File: src/rtl/ram_arb_pkg.sv
// Shared constants and encodings for the 64x32 RAM arbiter.
package ram_arb_pkg;

    localparam int unsigned RAM_ADDR_W = 6;
    localparam int unsigned RAM_DATA_W = 32;
    localparam int unsigned RAM_DEPTH  = 64;

    typedef enum logic {
        CLEAR,
        RUN
    } arb_state_t;

    localparam logic OWN_A = 1'b0;
    localparam logic OWN_B = 1'b1;

endpackage

File: src/rtl/ram_64x32_arbiter_if.sv
// Requester-side bus of the RAM arbiter: two request/grant/read-return channels (A and B).
interface ram_64x32_arbiter_if
    import ram_arb_pkg::*;
#(
    parameter int unsigned ADDR_W = RAM_ADDR_W,
    parameter int unsigned DATA_W = RAM_DATA_W
);

    logic              a_req;
    logic              a_we;
    logic [ADDR_W-1:0] a_addr;
    logic [DATA_W-1:0] a_wdata;
    logic              a_gnt;
    logic              a_rvalid;
    logic [DATA_W-1:0] a_rdata;

    logic              b_req;
    logic              b_we;
    logic [ADDR_W-1:0] b_addr;
    logic [DATA_W-1:0] b_wdata;
    logic              b_gnt;
    logic              b_rvalid;
    logic [DATA_W-1:0] b_rdata;

    modport master (
        output a_req, a_we, a_addr, a_wdata,
        output b_req, b_we, b_addr, b_wdata,
        input  a_gnt, a_rvalid, a_rdata,
        input  b_gnt, b_rvalid, b_rdata
    );

    modport slave (
        input  a_req, a_we, a_addr, a_wdata,
        input  b_req, b_we, b_addr, b_wdata,
        output a_gnt, a_rvalid, a_rdata,
        output b_gnt, b_rvalid, b_rdata
    );

endinterface

File: src/rtl/ram_64x32_arbiter_rr_arb2.sv
// Combinational two-way round-robin pick; prio selects the winner only under contention.
module rr_arb2
    import ram_arb_pkg::*;
(
    input  logic req_a,
    input  logic req_b,
    input  logic prio,
    output logic gnt_a,
    output logic gnt_b
);

    always_comb begin
        gnt_a = req_a && (!req_b || prio == OWN_A);
        gnt_b = req_b && (!req_a || prio == OWN_B);
    end

endmodule

File: src/rtl/ram_64x32_arbiter.sv
// Round-robin arbiter/sequencer for a single-port 64x32 synchronous RAM.
// Define RAM_ARB_CLEAR_EN to zero all RAM words after reset before serving requests.
module ram_64x32_arbiter
    import ram_arb_pkg::*;
#(
    parameter int unsigned ADDR_W = RAM_ADDR_W,
    parameter int unsigned DATA_W = RAM_DATA_W,
    parameter int unsigned DEPTH  = RAM_DEPTH
)
(
    input  logic                 clk,
    input  logic                 rst_n,
    ram_64x32_arbiter_if.slave   bus,
    output logic                 busy,
    output logic                 Mem_Write,
    output logic [ADDR_W-1:0]    Mem_Addr,
    output logic [DATA_W-1:0]    M_W_Data,
    input  logic [DATA_W-1:0]    M_R_Data
);

    if (DEPTH != (1 << ADDR_W)) begin : g_depth_check
        $error("DEPTH must equal 2**ADDR_W");
    end

    arb_state_t        state;
    logic              prio;
    logic              run_en;
    logic              gnt_a;
    logic              gnt_b;
    logic              rd_issued;
    logic              rd_owner;
    logic              a_rvalid;
    logic              b_rvalid;
    logic [DATA_W-1:0] a_hold;
    logic [DATA_W-1:0] b_hold;

`ifdef RAM_ARB_CLEAR_EN
    localparam logic [ADDR_W-1:0] LAST_ADDR = ADDR_W'(DEPTH - 1);
    logic [ADDR_W-1:0] clr_cnt;

    always_ff @(posedge clk) begin
        if (!rst_n) begin
            state   <= CLEAR;
            clr_cnt <= '0;
            busy    <= 1'b1;
        end else if (state == CLEAR) begin
            clr_cnt <= clr_cnt + 1'b1;
            if (clr_cnt == LAST_ADDR) begin
                state <= RUN;
                busy  <= 1'b0;
            end
        end
    end
`else
    always_comb begin
        state = RUN;
        busy  = 1'b0;
    end
`endif

    assign run_en = rst_n && (state == RUN);

    rr_arb2 u_rr_arb2 (
        .req_a (bus.a_req && run_en),
        .req_b (bus.b_req && run_en),
        .prio  (prio),
        .gnt_a (gnt_a),
        .gnt_b (gnt_b)
    );

    assign bus.a_gnt = gnt_a;
    assign bus.b_gnt = gnt_b;

    always_comb begin
        Mem_Write = 1'b0;
        Mem_Addr  = '0;
        M_W_Data  = '0;
        if (gnt_a) begin
            Mem_Write = bus.a_we;
            Mem_Addr  = bus.a_addr;
            M_W_Data  = bus.a_wdata;
        end else if (gnt_b) begin
            Mem_Write = bus.b_we;
            Mem_Addr  = bus.b_addr;
            M_W_Data  = bus.b_wdata;
        end
`ifdef RAM_ARB_CLEAR_EN
        if (state == CLEAR) begin
            Mem_Write = rst_n;
            Mem_Addr  = clr_cnt;
        end
`endif
    end

    // Read tag is one cycle behind the grant, matching the RAM's read latency.
    always_ff @(posedge clk) begin
        if (!rst_n) begin
            prio      <= OWN_A;
            rd_issued <= 1'b0;
            rd_owner  <= OWN_A;
            a_hold    <= '0;
            b_hold    <= '0;
        end else begin
            if (gnt_a) begin
                prio <= OWN_B;
            end else if (gnt_b) begin
                prio <= OWN_A;
            end
            rd_issued <= (gnt_a && !bus.a_we) || (gnt_b && !bus.b_we);
            rd_owner  <= gnt_b ? OWN_B : OWN_A;
            if (a_rvalid) begin
                a_hold <= M_R_Data;
            end
            if (b_rvalid) begin
                b_hold <= M_R_Data;
            end
        end
    end

    // rst_n gating keeps a read issued just before reset from surfacing.
    always_comb begin
        a_rvalid     = rst_n && rd_issued && (rd_owner == OWN_A);
        b_rvalid     = rst_n && rd_issued && (rd_owner == OWN_B);
        bus.a_rvalid = a_rvalid;
        bus.b_rvalid = b_rvalid;
        bus.a_rdata  = !rst_n ? '0 : (a_rvalid ? M_R_Data : a_hold);
        bus.b_rdata  = !rst_n ? '0 : (b_rvalid ? M_R_Data : b_hold);
    end

endmodule

File: src/flat_wrapper.sv
// flat-port wrapper written by rule: the top's interface ports become plain ports
module ram_64x32_arbiter_flat import ram_arb_pkg::*;
#(
    parameter int unsigned ADDR_W = RAM_ADDR_W,
    parameter int unsigned DATA_W = RAM_DATA_W,
    parameter int unsigned DEPTH  = RAM_DEPTH
)
  (clk, rst_n, busy, Mem_Write, Mem_Addr, M_W_Data, M_R_Data, bus_a_req, bus_a_we, bus_a_addr, bus_a_wdata, bus_b_req, bus_b_we, bus_b_addr, bus_b_wdata, bus_a_gnt, bus_a_rvalid, bus_a_rdata, bus_b_gnt, bus_b_rvalid, bus_b_rdata);
  ram_64x32_arbiter_if #(.ADDR_W(ADDR_W), .DATA_W(DATA_W)) bus_i ();
  input  logic clk;
  input  logic rst_n;
  output logic busy;
  output logic Mem_Write;
  output logic [ADDR_W-1:0] Mem_Addr;
  output logic [DATA_W-1:0] M_W_Data;
  input  logic [DATA_W-1:0] M_R_Data;
  input wire logic [$bits(bus_i.a_req)-1:0] bus_a_req;
  input wire logic [$bits(bus_i.a_we)-1:0] bus_a_we;
  input wire logic [$bits(bus_i.a_addr)-1:0] bus_a_addr;
  input wire logic [$bits(bus_i.a_wdata)-1:0] bus_a_wdata;
  input wire logic [$bits(bus_i.b_req)-1:0] bus_b_req;
  input wire logic [$bits(bus_i.b_we)-1:0] bus_b_we;
  input wire logic [$bits(bus_i.b_addr)-1:0] bus_b_addr;
  input wire logic [$bits(bus_i.b_wdata)-1:0] bus_b_wdata;
  output wire logic [$bits(bus_i.a_gnt)-1:0] bus_a_gnt;
  output wire logic [$bits(bus_i.a_rvalid)-1:0] bus_a_rvalid;
  output wire logic [$bits(bus_i.a_rdata)-1:0] bus_a_rdata;
  output wire logic [$bits(bus_i.b_gnt)-1:0] bus_b_gnt;
  output wire logic [$bits(bus_i.b_rvalid)-1:0] bus_b_rvalid;
  output wire logic [$bits(bus_i.b_rdata)-1:0] bus_b_rdata;
  assign bus_i.a_req = bus_a_req;
  assign bus_i.a_we = bus_a_we;
  assign bus_i.a_addr = bus_a_addr;
  assign bus_i.a_wdata = bus_a_wdata;
  assign bus_i.b_req = bus_b_req;
  assign bus_i.b_we = bus_b_we;
  assign bus_i.b_addr = bus_b_addr;
  assign bus_i.b_wdata = bus_b_wdata;
  assign bus_a_gnt = bus_i.a_gnt;
  assign bus_a_rvalid = bus_i.a_rvalid;
  assign bus_a_rdata = bus_i.a_rdata;
  assign bus_b_gnt = bus_i.b_gnt;
  assign bus_b_rvalid = bus_i.b_rvalid;
  assign bus_b_rdata = bus_i.b_rdata;
  ram_64x32_arbiter #(.ADDR_W(ADDR_W), .DATA_W(DATA_W), .DEPTH(DEPTH)) u_core (.clk(clk), .rst_n(rst_n), .bus(bus_i), .busy(busy), .Mem_Write(Mem_Write), .Mem_Addr(Mem_Addr), .M_W_Data(M_W_Data), .M_R_Data(M_R_Data));
endmodule
File: config.mk
export PLATFORM = sky130hd
export DESIGN_NAME = ram_64x32_arbiter_flat
export DESIGN_NICKNAME = d
export VERILOG_FILES = /design/src/rtl/ram_arb_pkg.sv /design/src/rtl/ram_64x32_arbiter_if.sv /design/src/rtl/ram_64x32_arbiter_rr_arb2.sv /design/src/rtl/ram_64x32_arbiter.sv /design/src/flat_wrapper.sv
export SDC_FILE = /design/constraint.sdc
export NUM_CORES = 1
export LEC_CHECK = 0
export CAP_MARGIN = 30
export CORE_MARGIN = 5
export CORE_UTILIZATION = 32
export DETAILED_ROUTE_END_ITERATION = 10
export HOLD_SLACK_MARGIN = 0.03
export PLACE_DENSITY_LB_ADDON = 0.2
export SETUP_SLACK_MARGIN = 0.02
export SLEW_MARGIN = 20
export SYNTH_ARGS = -nofsm -noshare
export SYNTH_HDL_FRONTEND = slang
export SYNTH_SLANG_ARGS = --single-unit
File: constraint.sdc
create_clock -name clk -period 1.05 [get_ports clk]
set_input_delay 0.21 -clock clk [delete_from_list [all_inputs] [get_ports clk]]
set_output_delay 0.21 -clock clk [all_outputs]
set_load 0.03 [all_outputs]
After elaboration in Yosys (flattened, before gate mapping) --
Cells that the tools add are included.
Word-level totals: register bits 67, input bits 114, output and inout bits 108, word-level logic and storage cells 37
Operators by class: muxes and demuxes 13, bitwise gates (word level) 2, reduce and logical (&&, ||, !) cells 17
Operator list (count):
- two-way mux 32 bit | 6
- two-way mux 6 bit | 2
- logical AND 1 bit | 9
- two-way mux 1 bit | 5
- zero test 1 bit | 4
- logical OR 1 bit | 3
- NOT 1 bit | 2
- nonzero test 2 bit | 1

Logic depth before layout (Yosys ltp) --
Gate-level depths: netlist (run 1).
word-level depth 6, depth in mapped cells 5, mapped depth without buffers 3

By module --
Synthesis (run 1) repeated with hierarchy kept, for this count alone.
Unflattened totals: cells, all modules 313, area total of the unflattened synthesis 3050.4 um^2
Modules (own cells, without submodules):
- ram_64x32_arbiter | times used 1, cells each 310, area an instance 3031.7 um^2, sequential area each 1341.3 um^2
- rr_arb2 | times used 1, cells each 3, area an instance 18.8 um^2, sequential area each 0.0 um^2

Worst setup path after synthesis (run 1) --
Ideal clock, no wire load.
path type reg2out, start reg u_core.rd_issued, end out bus_a_rdata[14], arrival time 1.296 ns, data required time 0.840 ns, path slack -0.456 ns, cell stages (with the launch flop) 6, path buffers 2, path through dfxtp_1 > nor2b_1 > buf_4 > buf_6 > nand2_1 > a21oi_1
On the way: word-level cells in the longest chain between the ends 4
Ends and longest elaborated chain:
- start, declared | RTL line ram_64x32_arbiter.sv:30 | logic rd_issued;
- start signal, assigned | RTL line ram_64x32_arbiter.sv:109 | rd_issued <= (gnt_a && !bus.a_we) || (gnt_b && !bus.b_we);
- logical AND 1 bit (2 in a row) | RTL line ram_64x32_arbiter.sv:122 | a_rvalid = rst_n && rd_issued && (rd_owner == OWN_A);
- two-way mux 32 bit (2 in a row) | RTL line ram_64x32_arbiter.sv:126 | bus.a_rdata = !rst_n ? '0 : (a_rvalid ? M_R_Data : a_hold);
- end, declared | RTL line flat_wrapper.sv:27 | output wire logic [$bits(bus_i.a_rdata)-1:0] bus_a_rdata;
No other way between the ends.

Final worst setup path (run 1) --
start reg u_core.rd_owner, end out bus_b_rdata[3]
On the way: word-level cells in the longest chain between the ends 3
Ends and longest elaborated chain:
- start, declared | RTL line ram_64x32_arbiter.sv:31 | logic rd_owner;
- start signal, assigned | RTL line ram_64x32_arbiter.sv:110 | rd_owner <= gnt_b ? OWN_B : OWN_A;
- logical AND 1 bit | RTL line ram_64x32_arbiter.sv:123 | b_rvalid = rst_n && rd_issued && (rd_owner == OWN_B);
- two-way mux 32 bit (2 in a row) | RTL line ram_64x32_arbiter.sv:127 | bus.b_rdata = !rst_n ? '0 : (b_rvalid ? M_R_Data : b_hold);
- end, declared | RTL line flat_wrapper.sv:30 | output wire logic [$bits(bus_i.b_rdata)-1:0] bus_b_rdata;
No other way between the ends.

==> results of run 1 <==
==> cell type report <==
class / instances / area share, %
timing repair buffer: 265 / 40.06
multi-input combinational: 328 / 37.99
sequential: 67 / 17.18
tap: 133 / 2.121
clock buffer: 9 / 1.579
clock inverter: 7 / 0.9569
inverter: 1 / 0.1116
==> per-layer routing <==
metal | up-vias | GRT usage (%) | wire length (um)
met2 | 133 | 41.29 | 7813
met4 | 0 | 6.157 | 195
met1 | 1880 | 21.60 | 4703
met3 | 16 | 7.571 | 1110
met5 | - | 0 | 0
li1 | 1905 | - | -
==> per-stage QoR <==
stage	total power, W	setup WS, ns	hold slack, ns
3_3_place_gp	0.005153	-0.7084	0.4708
2_1_floorplan	0.004179	-0.1977	0.3190
5_1_grt	0.007936	-0.7510	0.4044
3_5_place_dp	0.005198	-0.7061	0.4751
6_report	0.007617	-0.6853	0.3926
4_1_cts	0.007581	-0.6748	0.3849
==> flip-flops by register name, summed over array words and instances, names as in the netlist <==
signal and cells:
u_core.prio 1, u_core.a_hold 32, u_core.rd_owner 1, u_core.rd_issued 1
u_core.b_hold 32
==> kinds of logic (layout without fill, tap and decap cells) <==
kind of cell / after synthesis / count (layout) / synth area share (%)
other: 1 / 1 / 0.1163
flip-flops: 67 / 67 / 41.62
AND/OR/NAND/NOR: 222 / 222 / 26.55
buffers and inverters: 40 / 282 / 8.191
AO/OA/AOI/OAI: 105 / 105 / 23.52
==> layout by cell type (no fill, tap or decap), types with 2 or more instances in the layout <==
| cell | netlist | routed |
|---|---|---|
| a21oi_4 | 0 | 64 |
| buf_12 | 0 | 28 |
| buf_16 | 0 | 3 |
| buf_4 | 5 | 12 |
| buf_6 | 10 | 104 |
| clkbuf_16 | 0 | 4 |
| clkbuf_8 | 0 | 9 |
| clkdlybuf4s50_1 | 0 | 110 |
| clkinv_2 | 0 | 2 |
| clkinv_4 | 0 | 2 |
| dfxtp_1 | 67 | 64 |
| dfxtp_2 | 0 | 2 |
| dlygate4sd2_1 | 0 | 2 |
| inv_6 | 0 | 3 |
| nand2_1 | 211 | 149 |
| nand2_2 | 0 | 50 |
| nand2_4 | 0 | 10 |
| nand2_8 | 0 | 2 |
| nand2b_1 | 3 | 2 |
| nor2_4 | 0 | 3 |
| o22ai_4 | 0 | 39 |
==> how the worst max path moves through the flow <==
stage / depth (start not counted) / from / end
4_1_cts: 5 / u_core.rd_issued / bus_a_rdata[0]
5_1_grt: 5 / u_core.rd_owner / bus_b_rdata[3]
3_5_place_dp: 6 / bus_b_req / M_W_Data[30]
3_3_place_gp: 6 / bus_b_req / M_W_Data[28]
6_report: 5 / u_core.rd_owner / bus_b_rdata[3]
2_1_floorplan: 5 / u_core.rd_issued / bus_a_rdata[11]
==> tightest hold or removal path, delay by kind of cell <==
kind	cells	cell delay, ns
buffers and inverters	2	0.40
AOI/OAI and AO/OA	1	0.05
==> power by group through the flow <==
stage | clock [W] | sequential (W) | combinational [W]
CTS | 0.00223 | 0.00265 | 0.00270
global route | 0.00234 | 0.00267 | 0.00293
floorplan | 0 | 0.00270 | 0.00148
global placement | 0 | 0.00270 | 0.00245
finish | 0.00217 | 0.00266 | 0.00278
detailed placement | 0 | 0.00271 | 0.00249
==> repair_timing <==
item / CTS / global route
pin swaps: 1 / 8
endpoints found under the hold margin: 0 / 0
gates cloned: 3 / 5
buffers inserted: 1 / 0
setup endpoints to repair: 172 / 172
resized for setup: 116 / 59
==> summary.md, run 1 <==
| Metric | Value |
|---|---|
| Worst R2R Setup Slack | `-0.08 ns` |
| Post-synthesis register bit count | `67` |
| Pin count of the biggest net entering global routing | `30` |
| Fin area | `between 7000 and 8000 sq um` |
| Reg clk slew, reported paths | `approximately 0.08 ns` |
| Failing checks | `setup timing` |
| WP data arrival | `~1.5 ns` |
| Worst Hold Class | `in -> reg` |
| Post-route minimum period | `roughly 1.7 ns` |
| Initial Util | `about 33%` |
| Setup TNS | `-68.24 ns` |
| Slew Limit Fails | `0` |
| Period utilization | `165.3%` |
| Fmax | `between 0.5 and 0.6 GHz` |
| Top FF cell, synth | `dfxtp_1` |
| Avg Cell Area, Syn | `about 7.4 sq um` |
| Std cell rows | `36` |
| Drt pass-1 iters | `4` |
| Vias in the first global route | `4276` |
| Kind of cell adding the most delay to the critical path | `flip-flops` |
| CP bufs+invs | `2` |
| Static Leakage | `between 2 and 3 nW` |
| Cells after DPL | `approximately 790` |
| Multi-input logic area | `2980 sq um` |
| Die Y | `approximately 110 um` |
| Synth area leader | `dfxtp_1` |
| Worst Path Required | `roughly 0.84 ns` |
| Total CTS buffers | `9` |
| CTS tree | `done` |
| Mapped Nets | `549` |
| Register area share after synthesis | `41.61%` |
| Port Buffer Count | `220` |
| Fin. Hold Viols | `0` |
| Area of the mapped netlist | `3223 sq um` |
| Critical path class | `reg -> out` |
| Worst r2r path cells | `4` |
| Yosys warning count | `0` |
| PwrDens | `roughly 1000 nW/um^2` |
| P&R area growth vs syn | `143.4%` |
| Clock power share | `~28%` |
| Fillers | `roughly 600` |
| Layout Utilization | `79.89%` |
| Switching share of power | `roughly 33%` |
| DRT Wirelength | `between 10000 and 15000 um` |
| Worst path max stage delay | `between 0.3 and 0.4 ns` |
| Post-synthesis async set-or-reset flop share | `0%` |
| Worst skew pair latency | `between 0.3 and 0.4 ns` |
| Drt drc | `0` |
| Critical-path maximum fanout | `5` |
| Die W | `around 110 um` |
| First-iteration detailed-routing DRC count | `around 120` |
| H-Tree Depth | `3` |
| Synth top area cells | `dfxtp_1 42%, nand2_1 25%, a21oi_2 13%` |
| Final setup fails | `roughly 170` |
| Sw Pwr | `roughly 0.0025 W` |
| Non-Filler Instances | `810` |
| WHS Endpoint | `u_core.b_hold[12]` |
| Core Area | `~10000 sq um` |
| Final GP Congestion | `0.7843` |
| Clock root cell | `clkbuf_8` |
| Worst Skew | `between 0.015 and 0.02 ns` |
| Reg2reg start | `u_core.rd_issued` |
| Remaining antenna violation count | `0` |
| Inserted Diodes | `0` |
| Die area | `12180 sq um` |
| Synth top area share | `between 40% and 50%` |
| Register share of total power | `around a third` |
| Num ports | `approximately 220` |
| Via/cell ratio | `just under 5` |
| Startpoint types | `flop` |
| Worst ir drop on vdd | `between 0.6 and 0.7 mV` |
| Slowest CP cell | `dfxtp_4` |
| Most common cell in the synthesized netlist | `nand2_1` |
| Outcome | `complete, but fails checks` |
| Worst hold start | `rst_n` |
| Final setup margin | `-0.6853 ns` |
| MaxCap Viol Count | `0` |
| Clock Tree Buf Depth | `2` |
| Placed inst area | `6848 sq um` |
| Hold Buf Count CTS | `0` |
| Comb power frac | `between 30 and 40%` |
| Syn Inst Count | `around 440` |
| Post-synth EDFFs | `0` |
| Layout cells sized above 1 | `51.26%` |
| Final HPWL DP | `just over 10000 um` |
| FF+latch area | `between 1000 and 1500 sq um` |
| Avg WL per Cell | `around 17 um` |
| CP Capture Type | `output pin` |
| Via Count | `3934` |
| Initial antenna violation count | `0` |
| Reg2reg end | `u_core.a_hold[10]` |
| Final nets | `around 790` |
| GRT overflow | `0` |
| Total GRT Usage | `between 20% and 30%` |
| Synth unique cells | `19` |
| Int Pwr | `between 0.005 and 0.006 W` |
| CTS Sinks | `between 60 and 70` |
| RSZ-0062 raised after global routing | `yes` |
| Worst-path cell chain | `and2_4 -> clkbuf_16 -> nand2_1 -> a21oi_4 -> buf_6` |
| Commonest cells in the netlist | `211 x nand2_1, 67 x dfxtp_1, 48 x a21oi_2` |
| First-pass GRT wire length | `slightly above 20000 um` |
| Hold path depth | `3` |
No activity file was read; power rests on OpenSTA's default activity.
==> run 2: changes to the inputs <==
Settings changed: CORE_MARGIN 5 to 1.5.
==> run 2 against run 1 <==
Against the previous run: the run still ends with setup timing left; maximum frequency decreased by 3.9%; count of clock-buffer cells in the layout grew 1; register-to-register slack lost 0.23 ns; critical path type unchanged; largest power group unchanged; highest routed layer unchanged.
==> summary.md, run 2 (synthesized netlist as in run 1, its figures left out) <==
| Metric | Value |
|---|---|
| Die area | `10680 sq um` |
| Fmax | `around 0.55 GHz` |
| Sw Pwr | `0.002548 W` |
| Non-Filler Instances | `just over 800` |
| CTS Sinks | `between 60 and 70` |
| Clock root cell | `clkbuf_8` |
| Final nets | `between 700 and 800` |
| Final GP Congestion | `approximately 0.75` |
| PwrDens | `between 900 and 1000 nW/um^2` |
| H-Tree Depth | `3` |
| MaxCap Viol Count | `0` |
| Die Y | `roughly 100 um` |
| Reg2reg start | `u_core.rd_issued` |
| Period utilization | `172.0%` |
| Slew Limit Fails | `0` |
| Final setup fails | `170` |
| Register share of total power | `about a third` |
| Fin. Hold Viols | `0` |
| Reg clk slew, reported paths | `0.07 ns` |
| Top Registers | `u_core.a_hold (32), u_core.b_hold (32)` |
| Drt pass-1 iters | `4` |
| Port Buffer Count | `220` |
| Total GRT Usage | `25.76%` |
| Post-route minimum period | `1.806 ns` |
| Via Count | `4034` |
| Worst skew pair latency | `0.34 ns` |
| Avg WL per Cell | `roughly 18 um` |
| Fillers | `~580` |
| Final setup margin | `-0.7556 ns` |
| Commonest non-fill, non-tap cell in the layout | `nand2_1` |
| FF+latch area | `1350 sq um` |
| Critical path class | `reg -> out` |
| Worst Skew | `0.01120 ns` |
| Hold path depth | `4` |
| Vias in the first global route | `between 4000 and 5000` |
| CTS tree | `done` |
| Initial Util | `between 30% and 40%` |
| Comb power frac | `37.0%` |
| Startpoint types | `flop` |
| WL met3 | `949 um` |
| Total CTS buffers | `9` |
| Setup TNS | `-72.94 ns` |
| Worst hold start | `rst_n` |
| Worst Setup SP | `u_core.rd_issued` |
| DRT Wirelength | `approximately 14000 um` |
| Initial antenna violation count | `1` |
| Cells after DPL | `approximately 800` |
| First-iteration detailed-routing DRC count | `85` |
| WP data arrival | `~1.6 ns` |
| Int Pwr | `approximately 0.0051 W` |
| P&R area growth vs syn | `147.1%` |
| Static Leakage | `around 2.9 nW` |
| GRT overflow | `0` |
| Worst ir drop on vdd | `about 0.80 mV` |
| Wl on met1 | `~5100 um` |
| Layout cells sized above 1 | `between 50% and 60%` |
| Std cell rows | `36` |
| Clock power share | `about 28%` |
| Worst Hold Class | `in -> reg` |
| Switching share of power | `~33%` |
| Critical-path maximum fanout | `8` |
| Pin count of the biggest net entering global routing | `79` |
| Core Area | `between 9000 and 10000 sq um` |
| Worst r2r path cells | `6` |
| Commonest cells after routing, fill and taps aside | `127 x nand2_1, 117 x buf_6, 111 x clkdlybuf4s50_1` |
| CP Capture Type | `output pin` |
| Outcome | `complete, but fails checks` |
| Drt drc | `0` |
| Multi-input logic area | `3152 sq um` |
| Remaining antenna violation count | `0` |
| Metal2 WL | `7986 um` |
| Worst Path Required | `0.84 ns` |
| RSZ-0062 raised after global routing | `yes` |
| Final HPWL DP | `roughly 9600 um` |
| Num ports | `approximately 220` |
| Failing checks | `setup timing` |
| First-pass GRT wire length | `21040 um` |
| Die W | `around 100 um` |
| Layout Utilization | `between 80% and 90%` |
| Max Used Layer | `met4` |
| Clock Tree Buf Depth | `2` |
| Via/cell ratio | `4.938` |
## run 2: worst max-delay path, stage by stage (launching register included)
cell and delay (ns):
dfxtp_4 0.37, nor2b_4 0.19, buf_12 0.14, clkbuf_16 0.16, nand2_1 0.09, a21oi_4 0.16, buf_6 0.15
## run 2: worst paths after layout
check	to	slack, ns
min	u_core.prio	0.34
max	bus_a_rdata[8]	-0.76
min reg2reg	u_core.a_hold[24]	0.48
max reg2reg	u_core.a_hold[9]	-0.31
## run 2: power by group through the flow
stage,clock network [W],logic [W],registers [W]
global route,0.00231,0.00297,0.00268
finish,0.00214,0.00283,0.00267
global placement,0,0.00237,0.00270
floorplan,0,0.00148,0.00270
detailed placement,0,0.00241,0.00271
CTS,0.00216,0.00272,0.00266
## run 2: metal layers
metal / GRT usage, % / up-vias
li1: - / 1920
met1: 26.88 / 1924
met2: 49.12 / 165
met3: 7.997 / 25
met4: 7.692 / 0
met5: 0 / -
## run 2: cell type report
cell class | count | area share, %
repair buffers | 271 | 38.83
clock buffers | 10 | 1.602
clock inverters | 6 | 0.8168
inverters | 1 | 0.1100
flip-flops and latches | 67 | 16.95
multi-input cells | 328 | 39.57
well taps | 133 | 2.089
diodes | 1 | 0.03142
## run 2: metrics by stage
| stage | instance area, sq um | hold WS, ns | total power (W) | setup WS (ns) |
|---|---|---|---|---|
| after detailed placement | 6700 | 0.4721 | 0.005116 | -0.8174 |
| after global routing | 7965 | 0.3370 | 0.007957 | -0.8318 |
| after global placement | 6700 | 0.4690 | 0.005074 | -0.8235 |
| after CTS | 7690 | 0.3352 | 0.007539 | -0.7123 |
| final | 7965 | 0.3432 | 0.007640 | -0.7556 |
| after floorplan | 4493 | 0.3190 | 0.004179 | -0.1977 |
## run 2: timing repair
item                       in CTS  in global routing
buffers inserted                7                  5
pin swaps                      11                 39
cloned                          3                  3
hold endpoints to repair        0                  0
hold buffers                    0                  0
resized for setup             199                 51
setup endpoints to repair     172                173
==> run 3: changes to the inputs <==
Settings changed: CAP_MARGIN 30 to default.
==> results of run 3 <==
Same layout as run 2: the final DEF is identical, and so are final timing and power.
